<file path="src/rtl/fsmoe_pkg.sv">
// ============================================================================
// Module : fsmoe_pkg
// Brief  : Shared constants and state encoding for the fsmoe block family.
// Rev    : 1.0  initial release
// ============================================================================
`default_nettype none

package fsmoe_pkg;

    localparam int FSMOE_WIDTH = 4;

    typedef enum logic [1:0] {
        ST_IDLE  = 2'd0,
        ST_SHIFT = 2'd1,
        ST_GAP   = 2'd2
    } ser_state_e;

endpackage : fsmoe_pkg

`default_nettype wire

</file>
<file path="src/rtl/fsmoe_bit_serializer.sv">
// ============================================================================
// Module : fsmoe_bit_serializer
// Brief  : Valid/ready word-to-bit serializer feeding the fsmoe x input.
// Rev    : 1.0  initial release
// ============================================================================
`default_nettype none

module fsmoe_bit_serializer
    import fsmoe_pkg::*;
#(
    parameter int WIDTH      = FSMOE_WIDTH,
    parameter bit MSB_FIRST  = 1'b1,
    parameter int GAP_CYCLES = 0,
    parameter bit IDLE_BIT   = 1'b0
) (
    input  logic             clk,
    input  logic             rst_n,
    input  logic             in_valid,
    input  logic [WIDTH-1:0] in_data,
    output logic             in_ready,
    input  logic             flush,
    output logic             x_out,
    output logic             x_valid,
    output logic             last_bit,
    output logic             busy,
    output logic [7:0]       word_count
);

    localparam int         CNT_W    = (WIDTH > 2) ? $clog2(WIDTH) : 1;
    localparam logic [CNT_W-1:0] BIT_PENULT = CNT_W'(WIDTH - 2);
    localparam logic [3:0] GAP_LAST = (GAP_CYCLES > 0) ? 4'(GAP_CYCLES - 1) : 4'd0;

    ser_state_e        state_q, state_d;
    logic [WIDTH-1:0]  shreg_q, shreg_d;
    logic [CNT_W-1:0]  bit_cnt_q, bit_cnt_d;
    logic [3:0]        gap_cnt_q, gap_cnt_d;
    logic [7:0]        word_count_q, word_count_d;
    logic              x_out_q, x_out_d;
    logic              x_valid_q, x_valid_d;
    logic              last_bit_q, last_bit_d;

    logic              w_first_bit;
    logic [WIDTH-1:0]  w_loaded;
    logic              w_next_bit;
    logic [WIDTH-1:0]  w_shifted;
    logic              w_terminal;
    logic              w_accept;
    logic              w_load;

    // shreg holds only the bits still to be sent; x_out_q carries the live bit
    generate
        if (MSB_FIRST) begin : g_msb_first
            assign w_first_bit = in_data[WIDTH-1];
            assign w_loaded    = {in_data[WIDTH-2:0], 1'b0};
            assign w_next_bit  = shreg_q[WIDTH-1];
            assign w_shifted   = {shreg_q[WIDTH-2:0], 1'b0};
        end else begin : g_lsb_first
            assign w_first_bit = in_data[0];
            assign w_loaded    = {1'b0, in_data[WIDTH-1:1]};
            assign w_next_bit  = shreg_q[0];
            assign w_shifted   = {1'b0, shreg_q[WIDTH-1:1]};
        end
    endgenerate

    always_comb begin
        w_terminal = 1'b0;
        if (GAP_CYCLES > 0) begin
            w_terminal = (state_q == ST_GAP) && (gap_cnt_q == GAP_LAST);
        end else begin
            w_terminal = (state_q == ST_SHIFT) && last_bit_q;
        end
    end

    assign in_ready = !flush && ((state_q == ST_IDLE) || w_terminal);
    assign w_accept = in_valid && in_ready;

    always_comb begin
        state_d      = state_q;
        shreg_d      = shreg_q;
        bit_cnt_d    = bit_cnt_q;
        gap_cnt_d    = gap_cnt_q;
        word_count_d = word_count_q;
        x_out_d      = IDLE_BIT;
        x_valid_d    = 1'b0;
        last_bit_d   = 1'b0;
        w_load       = 1'b0;

        if (flush) begin
            state_d   = ST_IDLE;
            bit_cnt_d = '0;
            gap_cnt_d = '0;
        end else begin
            case (state_q)
                ST_IDLE: begin
                    w_load = w_accept;
                end
                ST_SHIFT: begin
                    if (last_bit_q) begin
                        word_count_d = word_count_q + 8'd1;
                        if (GAP_CYCLES > 0) begin
                            state_d   = ST_GAP;
                            gap_cnt_d = '0;
                        end else if (w_accept) begin
                            w_load = 1'b1;
                        end else begin
                            state_d = ST_IDLE;
                        end
                    end else begin
                        x_out_d    = w_next_bit;
                        x_valid_d  = 1'b1;
                        shreg_d    = w_shifted;
                        bit_cnt_d  = bit_cnt_q + 1'b1;
                        last_bit_d = (bit_cnt_q == BIT_PENULT);
                    end
                end
                ST_GAP: begin
                    if (gap_cnt_q == GAP_LAST) begin
                        gap_cnt_d = '0;
                        if (w_accept) begin
                            w_load = 1'b1;
                        end else begin
                            state_d = ST_IDLE;
                        end
                    end else begin
                        gap_cnt_d = gap_cnt_q + 4'd1;
                    end
                end
                default: begin
                    state_d = ST_IDLE;
                end
            endcase

            if (w_load) begin
                state_d    = ST_SHIFT;
                shreg_d    = w_loaded;
                bit_cnt_d  = '0;
                x_out_d    = w_first_bit;
                x_valid_d  = 1'b1;
                last_bit_d = 1'b0;
            end
        end
    end

    always_ff @(posedge clk or negedge rst_n) begin
        if (!rst_n) begin
            state_q      <= ST_IDLE;
            shreg_q      <= '0;
            bit_cnt_q    <= '0;
            gap_cnt_q    <= '0;
            word_count_q <= '0;
            x_out_q      <= IDLE_BIT;
            x_valid_q    <= 1'b0;
            last_bit_q   <= 1'b0;
        end else begin
            state_q      <= state_d;
            shreg_q      <= shreg_d;
            bit_cnt_q    <= bit_cnt_d;
            gap_cnt_q    <= gap_cnt_d;
            word_count_q <= word_count_d;
            x_out_q      <= x_out_d;
            x_valid_q    <= x_valid_d;
            last_bit_q   <= last_bit_d;
        end
    end

    assign x_out      = x_out_q;
    assign x_valid    = x_valid_q;
    assign last_bit   = last_bit_q;
    assign busy       = (state_q != ST_IDLE);
    assign word_count = word_count_q;

endmodule : fsmoe_bit_serializer

`default_nettype wire
</file>
<file path="config.mk">
export PLATFORM = sky130hd
export DESIGN_NAME = fsmoe_bit_serializer
export DESIGN_NICKNAME = d
export VERILOG_FILES = /design/src/rtl/fsmoe_pkg.sv /design/src/rtl/fsmoe_bit_serializer.sv
export SDC_FILE = /design/constraint.sdc
export NUM_CORES = 1
export LEC_CHECK = 0
export CAP_MARGIN = 20
export CORE_UTILIZATION = 41
export DETAILED_ROUTE_END_ITERATION = 10
export GPL_TIMING_DRIVEN = 0
export PLACE_DENSITY_LB_ADDON = 0.05
export SLEW_MARGIN = 25
export SYNTH_ARGS = -nofsm -noshare
export SYNTH_HDL_FRONTEND = slang
export SYNTH_SLANG_ARGS = --single-unit
export TNS_END_PERCENT = 10
</file>
<file path="constraint.sdc">
create_clock -name clk -period 1.2 [get_ports clk]
set_input_delay 0.18 -clock clk [delete_from_list [all_inputs] [get_ports clk]]
set_output_delay 0.18 -clock clk [all_outputs]
set_load 0.05 [all_outputs]
</file>
==> results <==
-- state kept, by name, summed over array words and instances, names as in the netlist --
register and flops:
bit_cnt_q 2, last_bit 1, shreg_q 3, state_q 1, word_count 8, x_out 1
x_valid 1
-- layout by cell type (no fill, tap or decap), drive strengths merged --
master / count
nand3: 5
nand4b: 1
nor2: 4
nand2: 4
nand4: 2
ha: 2
and2b: 1
nor3: 2
a21oi: 5
buf: 11
mux2i: 1
clkdlybuf4s50: 7
xor2: 5
nor2b: 1
inv: 3
xnor2: 2
clkdlybuf4s15: 4
clkbuf: 7
nor3b: 1
nand3b: 1
mux2: 2
clkinv: 1
o22ai: 1
o22a: 2
nand2b: 3
dfrtp: 17
-- area by class of cell --
type                    instances  area (um^2)  area share, %
repair buffers                 24          210           19.8
inverters                       3         11.3           1.06
clock buffers                   3         22.5           2.12
multi-input cells              45          330           31.1
clock inverters                 1         5.00          0.471
well taps                      25         31.3           2.94
flip-flops and latches         17          432           40.6
plain buffers                   2         20.0           1.88
-- power by group through the flow --
stage | Combinational, mW | Sequential [mW] | Clock [mW]
finish | 0.212 | 0.618 | 0.304
global route | 0.229 | 0.620 | 0.352
CTS | 0.203 | 0.618 | 0.317
detailed placement | 0.195 | 0.631 | 0
global placement | 0.191 | 0.631 | 0
floorplan | 0.0826 | 0.666 | 0
-- cells by family after synthesis --
group	after synthesis	share of synthesized area (%)
and+or+nand+nor	25	17.6
adders and majority gates	2	3.29
DFF	17	55.9
buffers and inverters	5	3.45
muxes	3	4.77
xor gates and xnor gates	7	8.06
AOI/OAI and AO/OA	8	6.91
-- worst register-to-register path: cells and delay by family, from the launching register on --
family / cells / cell delay (ns)
AOI/OAI and AO/OA: 1 / 0.17
buffers and inverters: 2 / 0.27
muxes: 1 / 0.30
DFF: 1 / 0.42
and+or+nand+nor: 1 / 0.06
-- through the flow --
| step | setup WS [ns] | util [%] | power (mW) | TNS [ns] | cell area, um^2 |
|---|---|---|---|---|---|
| detailed placement | -0.811 | 58.3 | 0.827 | -5.15 | 1010 |
| CTS | -0.153 | 59.9 | 1.14 | -0.602 | 1030 |
| finish | -0.165 | 61.5 | 1.13 | -0.414 | 1060 |
| global route | -0.215 | 61.5 | 1.20 | -0.934 | 1060 |
| floorplan | -0.203 | - | 0.749 | -1.27 | 774 |
| global placement | -0.808 | 58.3 | 0.822 | -5.21 | 1010 |
-- routing by layer --
| metal | up-vias | GRT usage [%] |
|---|---|---|
| li1 | 285 | - |
| met1 | 277 | 22.4 |
| met2 | 12 | 28.4 |
| met3 | 2 | 3.60 |
| met4 | 0 | 7.27 |
| met5 | - | 0 |
-- timing repair --
item / in CTS / in global routing
setup buffers: 3 / 1
setup endpoints to repair: 14 / 16
pin swaps: 0 / 6
resized for setup: 60 / 9
-- worst max-delay path by stage --
stage	start	endpoint	slack (ns)	cells past startpoint
2_1_floorplan	last_bit	shreg_q[3]	-0.20	4
3_5_place_dp	flush	in_ready	-0.81	4
6_report	state_q[0]	in_ready	-0.17	3
3_3_place_gp	flush	in_ready	-0.81	4
5_1_grt	state_q[0]	in_ready	-0.21	3
4_1_cts	state_q[0]	in_ready	-0.15	3
==> flow_summary.toml <==
[run_status]
status = "finished with violations"
violations = "negative setup slack"

[final_layout]
drive_gt1_share_pct = 36.8
fillers = 154
instances_no_fill = 120
syn_to_final_growth_pct = 39.6
antenna_cells = 0
final_nets = 106

[setup_path]
critical_path_required_ns = 1.02
critPathSlowestCell = "dfrtp_2"
critical_path_class = "reg2out"
cpLargestDelayFamily = "flip-flops"
path_buf_inv = 1
start_kind = "flip-flop"
r2r_end = "shreg_q[3]"
crit_chain = "and2b_2, nor2_4, buf_8"
r2r_slack_ns = -0.12
reg2reg_depth = 5
r2r-start = "state_q[0]"
end_kind = "output pin"
worstPathArrival_ns = 1.19
worstPathMaxFanout = 3
critPathMaxStageDelay_ns = 0.42

[route]
wl_met2_um = 743
dr.max_layer_used = "met4"
wl_per_cell_um = 12.2
avgViaCountPerCell = 4.80
drt_pre_antenna_iters = 2
drtIter0Drc = 3
m1WireLength_um = 643
dr_wl_met3_um = 61
vias = 576
drt-total-wl_um = 1460
drc = 0
ant_nets = 0

[power_and_ir_drop]
switchingPower_uw = 311
p_seq_share_pct = 54.5
powerDensity_nw_per_um2 = 1070
p_leak_nw = 0.506
ir_drop_uv = 750
p_sw_share_pct = 27.4
p_int_uw = 822
clkPwrFrac_pct = 26.8
pwr-share-comb_pct = 18.7

[timing]
hold_ws_ns = 0.340
tightestPinTransition_ns = 0.770
setup_ws_ns = -0.165
rsz0062_at_grt = "yes"
hold_viol_final = 0
finalClockSkew_ns = 0.00176
period_minus_slack_ns = 1.37
maxSlewViolCount = 0
finalCritPeriodShare_pct = 114
setup_violations = 5
fmaxAchievable_mhz = 733
maxSlewHeadroom_pct = 48.5

[clock_tree]
hold_buffers = 0
tritoncts = "built"
numCtsBuffers = 3
cts_sinks = 17
h-tree-depth = 1
clkTransAtPathRegs_ns = 0.10
root_buffer = "clkbuf_4"
cts_buffer_depth = 2
clk_latency_ns = 0.28

[die]
core_area_um2 = 1730
die_h_um = 45.1
initial_core_util_pct = 44.1
chipWidth_um = 45.1
dieArea_um2 = 2030
num_rows = 15
ios = 21

[synthesis]
ys_seq_area_share_pct = 55.9
yosys.cell_types.count = 25
synth.most_common_cell = "dfrtp_1"
yosysTopAreaCell = "dfrtp_1"
ys_top_cells_by_area = "dfrtp_1, xor2_1, ha_1, nand3_1, a21oi_1"
yosys-top-cells-count = "dfrtp_1, nand3_1, xor2_1"
synth_top_area_share_pct = 55.9
synth_nets = 77
syn_area_um2 = 761
synth_edf_count = 0
yosys_warnings = 0
synthArstFlopShare_pct = 100
synth_cells = 67
ys_ff_latch = 17
synth_ff_type = "dfrtp_1"
synth.avg_cell_area_um2 = 11.4

[global_routing]
grt_max_degree = 18
grt_use_total_pct = 17.4
antenna_found_initial = 0
grt_pass1_wl_um = 2480
grt.overflow.total = 0
grt_pass1_vias = 540

[placement]
port_buffers = 20
place_congestion = 0.751
placed_cells_incl_taps = 112
dpl.hpwl_um = 1010

[min_path]
hp-class = "in2async"

[flow_run]
max_cap_viol_count = 0
Note: power is estimated with default switching activity, not from simulation.
